`config.mk`:
```
export PLATFORM = sky130hd
export DESIGN_NAME = pixel_packet_fifo
export DESIGN_NICKNAME = d
export VERILOG_FILES = /design/src/rtl/pixel_packet_fifo.sv
export SDC_FILE = /design/constraint.sdc
export NUM_CORES = 1
export LEC_CHECK = 0
export CORE_UTILIZATION = 38
export CTS_CLUSTER_DIAMETER = 40
export DETAILED_ROUTE_END_ITERATION = 6
export SETUP_SLACK_MARGIN = 0.15
export SYNTH_ARGS = -nofsm -noshare
export SYNTH_HDL_FRONTEND = slang
export SYNTH_SLANG_ARGS = --single-unit
```
`constraint.sdc`:
```
create_clock -name clk -period 3.5 [get_ports clk]
set_input_delay 0.525 -clock clk [delete_from_list [all_inputs] [get_ports clk]]
set_output_delay 0.525 -clock clk [all_outputs]
set_load 0.1 [all_outputs]
```
`src/rtl/pixel_packet_fifo.sv`:
```
// pixel_packet_fifo
// Circular buffer of {x, y, colour} pixel packets. It sits between the packet generator,
// which pushes without back-pressure, and the I2C slave, which reads the head entry and
// pops it. Pushes that arrive while the buffer is full are dropped, and each drop is counted.
//
// Optional build macro:
//   PIXEL_FIFO_COALESCE_EN - discard a push that repeats the last accepted packet.
//                            This suppresses duplicate pixels produced by overlapping
//                            brush or symmetry expansion.
module pixel_packet_fifo #(
    parameter int DEPTH_LOG2 = 3,
    parameter int XW         = 8,
    parameter int YW         = 8,
    parameter int CW         = 3
) (
    input  logic                  clk,
    input  logic                  rst,
    input  logic                  clear,
    input  logic                  wr_valid,
    input  logic [XW-1:0]         wr_x,
    input  logic [YW-1:0]         wr_y,
    input  logic [CW-1:0]         wr_color,
    input  logic                  rd_pop,
    output logic                  rd_valid,
    output logic [XW-1:0]         rd_x,
    output logic [YW-1:0]         rd_y,
    output logic [CW-1:0]         rd_color,
    output logic [DEPTH_LOG2:0]   count,
    output logic                  full,
    output logic                  overflow,
    output logic [7:0]            drop_cnt
);

    localparam int DEPTH = 2 ** DEPTH_LOG2;
    localparam int EW    = XW + YW + CW;

    logic [EW-1:0]         mem [DEPTH];
    logic [DEPTH_LOG2-1:0] wr_ptr;
    logic [DEPTH_LOG2-1:0] rd_ptr;
    logic [EW-1:0]         wr_data;
    logic                  is_dup;
    logic                  pop_ok;
    logic                  push_ok;
    logic                  drop;
    logic [DEPTH_LOG2:0]   count_next;

    assign wr_data = {wr_x, wr_y, wr_color};

`ifdef PIXEL_FIFO_COALESCE_EN
    logic [EW-1:0] last_entry;
    logic          last_valid;

    // Remember the most recently accepted packet. Later pops do not affect it.
    always_ff @(posedge clk) begin
        if (rst || clear) begin
            last_entry <= '0;
            last_valid <= 1'b0;
        end else if (push_ok) begin
            last_entry <= wr_data;
            last_valid <= 1'b1;
        end
    end

    assign is_dup = last_valid && (wr_data == last_entry);
`else
    assign is_dup = 1'b0;
`endif

    // A pop needs a stored entry. A push needs room, unless a pop frees a slot this cycle.
    assign pop_ok  = rd_pop && rd_valid;
    assign push_ok = wr_valid && !is_dup && (!full || pop_ok);
    assign drop    = wr_valid && !is_dup && full && !rd_pop;

    // Work out the next occupancy so that count, full and rd_valid can all be registered.
    always_comb begin
        count_next = count;
        case ({push_ok, pop_ok})
            2'b10:   count_next = count + (DEPTH_LOG2+1)'(1);
            2'b01:   count_next = count - (DEPTH_LOG2+1)'(1);
            default: count_next = count;
        endcase
    end

    // Write the storage array. It has no reset because stale contents are never presented.
    always_ff @(posedge clk) begin
        if (push_ok && !rst && !clear) begin
            mem[wr_ptr] <= wr_data;
        end
    end

    // Update the pointers, occupancy and drop bookkeeping. A flush wins over any push or pop.
    always_ff @(posedge clk) begin
        if (rst || clear) begin
            wr_ptr   <= '0;
            rd_ptr   <= '0;
            count    <= '0;
            full     <= 1'b0;
            rd_valid <= 1'b0;
            overflow <= 1'b0;
            drop_cnt <= 8'd0;
        end else begin
            if (push_ok) begin
                wr_ptr <= wr_ptr + DEPTH_LOG2'(1);
            end
            if (pop_ok) begin
                rd_ptr <= rd_ptr + DEPTH_LOG2'(1);
            end
            count    <= count_next;
            full     <= (count_next == (DEPTH_LOG2+1)'(DEPTH));
            rd_valid <= (count_next != '0);
            if (drop) begin
                overflow <= 1'b1;
                if (drop_cnt != 8'hFF) begin
                    drop_cnt <= drop_cnt + 8'd1;
                end
            end
        end
    end

    // The head entry is shown ahead of any pop. It reads as zero while the buffer is empty.
    assign {rd_x, rd_y, rd_color} = rd_valid ? mem[rd_ptr] : '0;

endmodule
```
==> results of run 1 <==
[Yosys cell counts (all sizes together), types with 6 or more instances]
master | number | area share (%)
a21oi | 7 | 0.50
buf | 13 | 1.3
dfxtp | 24 | 6.8
edfxtp | 152 | 65
ha | 6 | 1.1
mux2i | 22 | 3.1
mux4 | 38 | 12
nand2 | 12 | 0.64
nand3 | 6 | 0.43
nor2 | 14 | 0.75
nor2b | 20 | 1.8
o21ai | 6 | 0.43
[cells in the final DEF (no fill, tap or decap), drive strengths merged, types with 5 or more instances in the layout]
| cell type | netlist | final |
|---|---|---|
| nor2 | 14 | 14 |
| mux4 | 38 | 38 |
| nand2 | 12 | 12 |
| edfxtp | 152 | 152 |
| mux2i | 22 | 22 |
| dfxtp | 24 | 24 |
| buf | 13 | 33 |
| o21ai | 6 | 6 |
| inv | 3 | 9 |
| ha | 6 | 6 |
| clkbuf | 5 | 18 |
| clkinv | 0 | 5 |
| clkdlybuf4s50 | 0 | 37 |
| a21oi | 7 | 7 |
| nor2b | 20 | 20 |
| xor2 | 5 | 5 |
| nand3 | 6 | 6 |
[stage by stage]
step                std cells  setup TNS, ns  util, %  worst slack, ns  area (µm²)
detailed placement        658              0     45.2            0.404        8140
finish                    690              0     48.3            0.830        8700
global placement          658              0     45.2            0.456        8140
floorplan                 377          -1.52        -          -0.0482        7050
CTS                       690              0     48.3            0.752        8700
global route              690              0     48.3            0.663        8700
[layout make-up]
cell class	count	area (µm²)	area share, %
Tap cell	229	287	3.29
Multi-Input combinational cell	180	1930	22.2
Sequential cell	176	5050	58.0
Clock buffer	18	429	4.93
Inverter	3	11.3	0.129
Timing Repair Buffer	70	868	9.98
Clock inverter	14	129	1.48
[flip-flops by register name, indices dropped and copies added (netlist names), named ones only]
register and count:
wr_ptr 3, full 1, overflow 1, count 4, mem 152, drop_cnt 8, rd_valid 1, rd_ptr 3
[worst max-delay path, delay by kind of cell (launching register included)]
| family | cells | cell delay, ns |
|---|---|---|
| muxes | 2 | 0.39 |
| and+or+nand+nor | 1 | 0.31 |
| buffers and inverters | 2 | 0.70 |
| DFF | 1 | 0.31 |
[power breakdown]
group | switching (W) | internal (W) | total [W]
registers | 0.00000857 | 0.00229 | 0.00230
clock network | 0.000785 | 0.000990 | 0.00177
logic | 0.000165 | 0.000101 | 0.000266
total | 0.000958 | 0.00338 | 0.00434
[kinds of logic (layout without fill, tap and decap cells)]
group                      after synthesis  count (layout)  synth area share [%]
DFF                                    176             176                  71.8
and+or+nand+nor                         80              80                  6.69
muxes                                   60              60                  15.3
AOI/OAI and AO/OA                       26              26                  2.46
buffers and inverters                   21             105                  1.71
xor gates and xnor gates                 8               8                 0.997
adders and majority gates                6               6                  1.07
[worst max path at each step]
stage / startpoint / endpoint / slack (ns) / cells past startpoint
2_1_floorplan: rd_valid / mem[5][0] / -0.05 / 5
3_3_place_gp: rd_pop / full / 0.46 / 11
3_5_place_dp: rd_pop / full / 0.40 / 11
4_1_cts: register / rd_x[7] / 0.75 / 5
5_1_grt: rd_pop / rd_valid / 0.66 / 11
6_report: register / rd_color[0] / 0.83 / 5
[routing by layer]
metal / vias up / track usage, %
li1: 1648 / -
met1: 1857 / 19.4
met2: 74 / 22.9
met3: 9 / 3.57
met4: 0 / 6.02
met5: - / 0
==> impl_metrics.prom, run 1 <==
# TYPE chip_impl_metric gauge
chip_impl_metric{name="postCtsSetupBuffers",unit=""} 0
chip_impl_metric{name="worst_path_required",unit="ns"} 2.97
chip_impl_metric{name="final.hold.worst_slack",unit="ns"} 0.470
chip_impl_metric{name="dr.first_iter.drc_count",unit=""} 255
chip_impl_metric{name="delay_of_the_slowest_cell_on_the_worst_path",unit="ns"} 0.48
chip_impl_metric{name="layout.filler_cells",unit=""} 1512
chip_impl_metric{name="clockBufferDepth",unit=""} 2
chip_impl_metric{name="worstHoldPathCells",unit=""} 2
chip_impl_metric{name="p_total",unit="W"} 0.00434
chip_impl_metric{name="die_area",unit="µm²"} 19000
chip_impl_metric{name="drc",unit=""} 0
chip_impl_metric{name="global_route.usage.total",unit="%"} 14.6
chip_impl_info{name="cts_root_buf",value="clkbuf_16"} 1
chip_impl_info{name="rsz_0062_raised_after_global_routing",value="false"} 1
chip_impl_metric{name="fp.coreArea",unit="µm²"} 18000
chip_impl_metric{name="input_output_buffers",unit=""} 57
chip_impl_info{name="critPathKind",value="register to output pin"} 1
chip_impl_metric{name="synth_async_sr_flop_share",unit="%"} 0
chip_impl_metric{name="wl_per_cell",unit="µm"} 18.8
chip_impl_metric{name="seq_area_frac_synth",unit="%"} 71.8
chip_impl_metric{name="maxCapViolations",unit=""} 0
chip_impl_metric{name="ys_seq_elements",unit=""} 176
chip_impl_info{name="crit-reg2reg-launch",value="full"} 1
chip_impl_info{name="startpoint_type",value="register"} 1
chip_impl_metric{name="mappedNetlistArea",unit="µm²"} 7030
chip_impl_metric{name="cts_sinks",unit=""} 176
chip_impl_metric{name="dp_hpwl",unit="µm"} 7470
chip_impl_info{name="run_status",value="finished clean"} 1
chip_impl_metric{name="initial_utilization",unit="%"} 39.0
chip_impl_info{name="worstHoldStart",value="overflow"} 1
chip_impl_metric{name="hold_buf_count_cts",unit=""} 0
chip_impl_metric{name="dieWidth",unit="µm"} 138
chip_impl_metric{name="area_delta_synth_final",unit="%"} 23.8
chip_impl_info{name="worst_hold_path_type",value="register to register"} 1
chip_impl_metric{name="die_h",unit="µm"} 138
chip_impl_info{name="hold_end",value="overflow"} 1
chip_impl_metric{name="grt_pass1_wl",unit="µm"} 20800
chip_impl_metric{name="globalplace.congestion",unit=""} 0.735
chip_impl_metric{name="p_per_area",unit="nW/µm²"} 498
chip_impl_metric{name="post_synth_inst_count",unit=""} 377
chip_impl_metric{name="clk_transition_reported_paths",unit="ns"} 0.07
chip_impl_metric{name="synth.net_count",unit=""} 407
chip_impl_metric{name="antenna_found_initial",unit=""} 0
chip_impl_metric{name="worstPathMaxFanout",unit=""} 38
chip_impl_metric{name="cp_data_arrival_time",unit="ns"} 2.14
chip_impl_info{name="tritoncts_clock_tree",value="built"} 1
chip_impl_metric{name="leakagePower",unit="nW"} 2.75
chip_impl_metric{name="layout_min_cycle_time",unit="ns"} 2.67
chip_impl_info{name="setup.worst_path.end_class",value="output pin"} 1
chip_impl_metric{name="finish.net_count",unit=""} 478
chip_impl_metric{name="timing_hold_violations_final",unit=""} 0
chip_impl_metric{name="clock_tree.htree_level_count",unit=""} 4
chip_impl_metric{name="number_of_synthesized_flops_with_an_enable_pin",unit=""} 152
chip_impl_metric{name="clock_skew",unit="ns"} 0.0120
chip_impl_metric{name="routed-wl-met3",unit="µm"} 622
chip_impl_info{name="cpMaxStageDelayCell",value="buf_4"} 1
chip_impl_metric{name="power.ir.vdd_worst",unit="V"} 0.000360
chip_impl_metric{name="routed_via_density",unit=""} 5.20
chip_impl_metric{name="fmax",unit="GHz"} 0.375
chip_impl_info{name="worstPathCellList",value="buf_4 -> mux4_2 -> mux2i_1 -> nor2b_1 -> buf_12"} 1
chip_impl_metric{name="drtAntennaViolNets",unit=""} 0
chip_impl_metric{name="final_layout_size_suffix_gt1_share",unit="%"} 24.9
chip_impl_metric{name="core.rowCount",unit=""} 49
chip_impl_metric{name="clock_insertion_delay_worst_skew",unit="ns"} 0.42
chip_impl_metric{name="ff2ff_setup_slack",unit="ns"} 1.10
chip_impl_metric{name="pin_count_of_the_biggest_net_entering_global_routing",unit=""} 39
chip_impl_metric{name="post_cts_resized",unit=""} 0
chip_impl_metric{name="met2_length",unit="µm"} 6290
chip_impl_metric{name="synth_warnings",unit=""} 0
chip_impl_metric{name="wl_met1",unit="µm"} 5910
chip_impl_metric{name="timing.final.max_slew_violations",unit=""} 0
chip_impl_metric{name="syn_avg_cell_area",unit="µm²"} 18.6
chip_impl_info{name="crit-reg2reg-capture",value="rd_valid"} 1
chip_impl_metric{name="yosys.cell_types.count",unit=""} 48
chip_impl_metric{name="final-setup-viol-count",unit=""} 0
chip_impl_metric{name="worst_r2r_path_depth",unit=""} 10
chip_impl_metric{name="finalCritPeriodShare",unit="%"} 76.3
chip_impl_metric{name="drt_first_pass_iters",unit=""} 4
chip_impl_metric{name="first_global_vias",unit=""} 3779
chip_impl_metric{name="globalRoute.totalOverflow",unit=""} 0
chip_impl_metric{name="cts_buffers",unit=""} 17
chip_impl_info{name="synth_top_flop_cell",value="edfxtp_1"} 1
chip_impl_metric{name="timing.max_slew.rel_slack",unit="%"} 33.5
chip_impl_info{name="route.top_layer_used",value="met4"} 1
chip_impl_metric{name="worst-slew-pin-transition",unit="ns"} 0.994
chip_impl_metric{name="route.final.wire_length",unit="µm"} 13000
chip_impl_metric{name="io_pins",unit=""} 58
chip_impl_metric{name="insertedDiodeCount",unit=""} 0
chip_impl_metric{name="vias",unit=""} 3588
No activity file was read; power rests on OpenSTA's default activity.
==> inputs of run 2 (changes only) <==
==> constraint.sdc (replaced) <==
create_clock -name clk -period 2.8 [get_ports clk]
set_input_delay 0.42 -clock clk [delete_from_list [all_inputs] [get_ports clk]]
set_output_delay 0.42 -clock clk [all_outputs]
set_load 0.1 [all_outputs]
==> impl_metrics.prom, run 2 (synthesis gave the netlist of run 1 again) <==
# TYPE chip_impl_metric gauge
chip_impl_metric{name="clockBufferDepth",unit=""} 2
chip_impl_metric{name="die_h",unit="µm"} 138
chip_impl_metric{name="drc",unit=""} 0
chip_impl_metric{name="area_delta_synth_final",unit="%"} 27.8
chip_impl_metric{name="clock_tree.htree_level_count",unit=""} 4
chip_impl_metric{name="insertedDiodeCount",unit=""} 0
chip_impl_metric{name="drt_first_pass_iters",unit=""} 4
chip_impl_metric{name="postCtsSetupBuffers",unit=""} 0
chip_impl_metric{name="dieWidth",unit="µm"} 138
chip_impl_metric{name="layout.filler_cells",unit=""} 1492
chip_impl_metric{name="cts_sinks",unit=""} 176
chip_impl_metric{name="drtAntennaViolNets",unit=""} 0
chip_impl_info{name="setup.worst_path.end_class",value="output pin"} 1
chip_impl_info{name="max_flop_register",value="mem"} 1
chip_impl_metric{name="dpl_worst_slack",unit="ns"} -0.0198
chip_impl_info{name="worst_hold_path_type",value="register to register"} 1
chip_impl_metric{name="pin_count_of_the_biggest_net_entering_global_routing",unit=""} 39
chip_impl_metric{name="wl_per_cell",unit="µm"} 19.5
chip_impl_metric{name="core.rowCount",unit=""} 49
chip_impl_metric{name="timing.final.ws_setup",unit="ns"} 0.286
chip_impl_metric{name="finish.net_count",unit=""} 485
chip_impl_metric{name="dp.cells",unit=""} 664
chip_impl_metric{name="clk_transition_reported_paths",unit="ns"} 0.07
chip_impl_metric{name="fmax",unit="GHz"} 0.398
chip_impl_metric{name="clock_skew",unit="ns"} 0.00777
chip_impl_metric{name="globalplace.congestion",unit=""} 0.775
chip_impl_metric{name="timing.max_slew.rel_slack",unit="%"} 62.3
chip_impl_metric{name="input_output_buffers",unit=""} 57
chip_impl_info{name="rsz_0062_raised_after_global_routing",value="false"} 1
chip_impl_metric{name="largest_register_ff_count",unit=""} 152
chip_impl_metric{name="worstPathMaxFanout",unit=""} 19
chip_impl_metric{name="final.hold.worst_slack",unit="ns"} 0.481
chip_impl_info{name="run_status",value="finished clean"} 1
chip_impl_metric{name="layout.cell_area.non_filler",unit="µm²"} 8980
chip_impl_info{name="most_common_cell_after_layout_fill_and_taps_aside",value="edfxtp_1"} 1
chip_impl_metric{name="placedInstanceArea",unit="µm²"} 8300
chip_impl_metric{name="vias",unit=""} 3636
chip_impl_info{name="critPathKind",value="register to output pin"} 1
chip_impl_metric{name="met2_length",unit="µm"} 6870
chip_impl_metric{name="routed-wl-met3",unit="µm"} 535
chip_impl_info{name="route.top_layer_used",value="met4"} 1
chip_impl_metric{name="fp.coreArea",unit="µm²"} 18000
chip_impl_info{name="most-common-layout-cells",value="edfxtp_1, mux4_2, buf_4, buf_12, clkdlybuf4s50_1"} 1
chip_impl_metric{name="worst_path_required",unit="ns"} 2.38
chip_impl_metric{name="grt_pass1_wl",unit="µm"} 21300
chip_impl_metric{name="timing_hold_violations_final",unit=""} 0
chip_impl_metric{name="global_route.usage.total",unit="%"} 15.0
chip_impl_metric{name="dp_hpwl",unit="µm"} 8080
chip_impl_metric{name="route.final.wire_length",unit="µm"} 13600
chip_impl_metric{name="maxCapViolations",unit=""} 0
chip_impl_metric{name="p_per_area",unit="nW/µm²"} 645
chip_impl_info{name="startpoint_type",value="register"} 1
chip_impl_metric{name="routed_via_density",unit=""} 5.22
chip_impl_metric{name="stdcell_count",unit=""} 697
chip_impl_metric{name="first_global_vias",unit=""} 3879
chip_impl_info{name="reg_top3",value="mem: 152 flops, drop_cnt: 8 flops, count: 4 flops"} 1
chip_impl_metric{name="clock_insertion_delay_worst_skew",unit="ns"} 0.43
chip_impl_metric{name="cp_data_arrival_time",unit="ns"} 2.09
chip_impl_metric{name="power.ir.vdd_worst",unit="V"} 0.000425
chip_impl_metric{name="wl_met1",unit="µm"} 5940
chip_impl_metric{name="final-setup-viol-count",unit=""} 0
chip_impl_metric{name="timing.final.max_slew_violations",unit=""} 0
chip_impl_metric{name="p_total",unit="W"} 0.00580
chip_impl_metric{name="antenna_found_initial",unit=""} 0
chip_impl_metric{name="initial_utilization",unit="%"} 39.0
chip_impl_metric{name="globalRoute.totalOverflow",unit=""} 0
chip_impl_metric{name="dr.first_iter.drc_count",unit=""} 205
chip_impl_metric{name="layout_min_cycle_time",unit="ns"} 2.51
chip_impl_metric{name="io_pins",unit=""} 58
chip_impl_metric{name="cts_buffers",unit=""} 17
chip_impl_metric{name="final_layout_size_suffix_gt1_share",unit="%"} 34.4
chip_impl_metric{name="worst-slew-pin-transition",unit="ns"} 0.565
chip_impl_metric{name="finalCritPeriodShare",unit="%"} 89.8
chip_impl_metric{name="die_area",unit="µm²"} 19000
chip_impl_metric{name="leakagePower",unit="nW"} 2.89
chip_impl_info{name="tritoncts_clock_tree",value="built"} 1
chip_impl_info{name="cts_root_buf",value="clkbuf_16"} 1
## run 2: changes by cell type in the layout (fill, tap and decap cells not counted), moves of 3 or more
cell,before,now
nor2b_1,20,1
nor2b_2,0,19
buf_4,13,28
clkdlybuf4s50_1,37,23
buf_12,20,24
bufinv_16,1,5
clkinv_1,3,0
## run 2: repair_timing
| action | 4_1_cts | 5_1_grt |
|---|---|---|
| hold buffers | 0 | 0 |
| endpoints found under the setup margin | 0 | 1 |
| gates resized for setup | 0 | 1 |
## run 2: power breakdown
| group | switching [W] | internal [W] |
|---|---|---|
| sequential | 0.0000145 | 0.00286 |
| clock | 0.000985 | 0.00159 |
| combinational | 0.000207 | 0.000136 |
| total | 0.00121 | 0.00459 |
## run 2: cell type report
type                       instances  area (µm²)  area share, %
clock buffer                      17         425           4.74
clock inverter                    15         229           2.55
inverter                           3        11.3          0.125
multi-input combinational        180        2000           22.3
sequential                       176        5050           56.3
tap                              229         287           3.19
timing repair buffer              77         973           10.8
## run 2: metrics by stage
stage	util, %	setup TNS, ns
global route	49.8	0
floorplan	-	0
finish	49.8	0
global placement	46.0	0
detailed placement	46.0	-0.0325
CTS	49.7	0
## run 2: worst max-delay path, stage by stage (launching register included)
cell and delay, ns:
dfxtp_2 0.41, buf_16 0.22, mux4_2 0.52, mux2i_1 0.25, nor2b_2 0.09, buf_12 0.17
## run 2: worst paths after layout
kind	startpoint	to	slack, ns	depth (start not counted)
max	register	rd_color[1]	0.29	5
min	overflow	overflow	0.48	2
max reg2reg	rd_valid	rd_valid	0.43	10
min reg2reg	overflow	overflow	0.48	2
## run 2: layer usage
layer / global-route usage [%] / up-vias
met2: 25.1 / 75
li1: - / 1663
met4: 6.30 / 0
met5: 0 / -
met1: 18.7 / 1879
met3: 3.71 / 19
==> inputs of run 3 (changes only) <==
==> constraint.sdc (replaced) <==
create_clock -name clk -period 2.8 [get_ports clk]
set_input_delay 0.56 -clock clk [delete_from_list [all_inputs] [get_ports clk]]
set_output_delay 0.56 -clock clk [all_outputs]
set_load 0.1 [all_outputs]
==> impl_metrics.prom, run 3 (synthesis gave the netlist of run 1 again) <==
# TYPE chip_impl_metric gauge
chip_impl_info{name="run_status",value="finished clean"} 1
chip_impl_metric{name="stdcell_count",unit=""} 705
chip_impl_metric{name="worst_path_required",unit="ns"} 2.24
chip_impl_info{name="cts_root_buf",value="clkbuf_16"} 1
chip_impl_metric{name="layout_min_cycle_time",unit="ns"} 2.57
chip_impl_metric{name="power.ir.vdd_worst",unit="V"} 0.000434
chip_impl_metric{name="drt_first_pass_iters",unit=""} 5
chip_impl_info{name="setup.worst_path.end_class",value="output pin"} 1
chip_impl_metric{name="clockBufferDepth",unit=""} 2
chip_impl_metric{name="die_area",unit="µm²"} 19000
chip_impl_metric{name="cts_sinks",unit=""} 176
chip_impl_metric{name="delay_of_the_slowest_cell_on_the_worst_path",unit="ns"} 0.51
chip_impl_metric{name="clock_insertion_delay_worst_skew",unit="ns"} 0.43
chip_impl_metric{name="p_per_area",unit="nW/µm²"} 620
chip_impl_metric{name="clock_skew",unit="ns"} 0.00850
chip_impl_metric{name="timing.max_slew.rel_slack",unit="%"} 68.3
chip_impl_metric{name="dp.cells",unit=""} 672
chip_impl_metric{name="drtAntennaViolNets",unit=""} 0
chip_impl_metric{name="worst-slew-pin-transition",unit="ns"} 0.476
chip_impl_metric{name="drc",unit=""} 0
chip_impl_metric{name="route.final.wire_length",unit="µm"} 13500
chip_impl_metric{name="global_route.usage.total",unit="%"} 14.5
chip_impl_metric{name="finish.net_count",unit=""} 494
chip_impl_metric{name="antenna_found_initial",unit=""} 0
chip_impl_metric{name="multi_input_comb_area",unit="µm²"} 2000
chip_impl_metric{name="dp_hpwl",unit="µm"} 7850
chip_impl_metric{name="worstPathMaxFanout",unit=""} 9
chip_impl_metric{name="grt_use_met1",unit="%"} 18.2
chip_impl_info{name="crit-reg2reg-launch",value="rd_valid"} 1
chip_impl_metric{name="fmax",unit="GHz"} 0.389
chip_impl_metric{name="dr.first_iter.drc_count",unit=""} 247
chip_impl_metric{name="pin_count_of_the_biggest_net_entering_global_routing",unit=""} 24
chip_impl_metric{name="io_pins",unit=""} 58
chip_impl_info{name="worstPathCellList",value="buf_12 -> mux4_2 -> mux2i_1 -> nor2b_2 -> buf_12"} 1
chip_impl_metric{name="largest_register_ff_count",unit=""} 152
chip_impl_metric{name="wl_per_cell",unit="µm"} 19.1
chip_impl_info{name="most-common-layout-cells",value="edfxtp_1, mux4_2, buf_4, buf_12, clkdlybuf4s50_1"} 1
chip_impl_metric{name="postCtsSetupBuffers",unit=""} 0
chip_impl_info{name="crit_path_most_repeated_cell",value="buf_12"} 1
chip_impl_info{name="critPathKind",value="register to output pin"} 1
chip_impl_metric{name="final_layout_size_suffix_gt1_share",unit="%"} 35.7
chip_impl_metric{name="routed_via_density",unit=""} 5.16
chip_impl_metric{name="input_output_buffers",unit=""} 57
chip_impl_metric{name="layout.filler_cells",unit=""} 1471
chip_impl_metric{name="finalCritPeriodShare",unit="%"} 91.8
chip_impl_info{name="worstHoldStart",value="overflow"} 1
chip_impl_metric{name="grtUsageMet3",unit="%"} 3.15
chip_impl_metric{name="cp_data_arrival_time",unit="ns"} 2.01
chip_impl_metric{name="cts_buffers",unit=""} 17
chip_impl_metric{name="fp.coreArea",unit="µm²"} 18000
chip_impl_metric{name="gr-usage-met2",unit="%"} 24.4
chip_impl_metric{name="leakagePower",unit="nW"} 2.93
chip_impl_metric{name="area.sequential",unit="µm²"} 5060
chip_impl_info{name="reg_top3",value="mem: 152 flops, drop_cnt: 8 flops, count: 4 flops"} 1
chip_impl_metric{name="timing_hold_violations_final",unit=""} 0
chip_impl_metric{name="cp.buffers_inverters",unit=""} 2
chip_impl_metric{name="globalRoute.totalOverflow",unit=""} 0
chip_impl_info{name="most_common_cell_after_layout_fill_and_taps_aside",value="edfxtp_1"} 1
chip_impl_metric{name="dieWidth",unit="µm"} 138
chip_impl_metric{name="globalplace.congestion",unit=""} 0.733
chip_impl_info{name="path_delay_family",value="multiplexers"} 1
chip_impl_info{name="cpMaxStageDelayCell",value="mux4_2"} 1
chip_impl_metric{name="clk_transition_reported_paths",unit="ns"} 0.06
chip_impl_info{name="startpoint_type",value="register"} 1
chip_impl_metric{name="ff2ff_setup_slack",unit="ns"} 0.38
chip_impl_metric{name="maxCapViolations",unit=""} 0
chip_impl_metric{name="vias",unit=""} 3641
chip_impl_info{name="tritoncts_clock_tree",value="built"} 1
chip_impl_info{name="worst_hold_path_type",value="register to register"} 1
chip_impl_metric{name="first_global_vias",unit=""} 3641
chip_impl_metric{name="die_h",unit="µm"} 138
chip_impl_info{name="gr-max-usage-layer",value="met2"} 1
chip_impl_info{name="rsz_0062_raised_after_global_routing",value="false"} 1
chip_impl_metric{name="timing.final.max_slew_violations",unit=""} 0
chip_impl_info{name="max_flop_register",value="mem"} 1
chip_impl_metric{name="insertedDiodeCount",unit=""} 0
chip_impl_metric{name="area_delta_synth_final",unit="%"} 29.1
chip_impl_metric{name="final-setup-viol-count",unit=""} 0
chip_impl_metric{name="initial_utilization",unit="%"} 39.0
chip_impl_metric{name="core.rowCount",unit=""} 49
chip_impl_metric{name="p_total",unit="W"} 0.00563
chip_impl_metric{name="grt_pass1_wl",unit="µm"} 20600
chip_impl_metric{name="clock_tree.htree_level_count",unit=""} 4
chip_impl_metric{name="hold_buf_count_cts",unit=""} 0
## run 3: worst reg2reg max path, stage by stage (launching register included)
cell and delay [ns]:
dfxtp_4 0.52, a21bo_2 0.19, and2_1 0.14, inv_1 0.05, ha_1 0.20, xor2_1 0.17
ha_1 0.19, a21oi_1 0.14, mux2i_1 0.29, mux2i_1 0.27, a21boi_1 0.18
## run 3: path summary, 6_finish.rpt
check / end / depth (start not counted)
worst min register to register: overflow / 2
worst max register to register: full / 10
worst max-delay path: rd_x[2] / 5
worst min-delay path: overflow / 2
## run 3: layout make-up
cell class / count / area share (%)
clock buffer: 17 / 4.69
tap: 229 / 3.16
clock inverter: 14 / 1.97
sequential: 176 / 55.7
multi-input combinational: 180 / 22.1
inverter: 3 / 0.124
timing repair buffer: 86 / 12.3
## run 3: layer usage
metal,routed length (µm),vias up
met2,6930,72
met1,5840,1868
met5,0,-
met3,491,15
li1,-,1686
met4,212,0
## run 3: power by group
part | switching (W) | internal, W
Combinational | 0.000202 | 0.000142
Clock | 0.000993 | 0.00141
Sequential | 0.0000190 | 0.00286
Total | 0.00121 | 0.00441
## run 3: timing repair
item / CTS / global route
resized for setup: 4 / 5
setup endpoints to repair: 10 / 7
gates cloned: 0 / 2
## run 3: metrics by stage
step / worst slack [ns] / hold WS, ns / util, % / TNS [ns] / instance area [µm²]
6_report: 0.230 / 0.488 / 50.3 / 0 / 9070
5_1_grt: 0.150 / 0.530 / 50.3 / 0 / 9070
4_1_cts: 0.138 / 0.487 / 49.9 / 0 / 9000
3_5_place_dp: -0.0702 / 0.468 / 46.5 / -0.131 / 8380
3_3_place_gp: -0.0301 / 0.458 / 46.5 / -0.0516 / 8380
2_1_floorplan: 0.271 / 0.454 / - / 0 / 7150
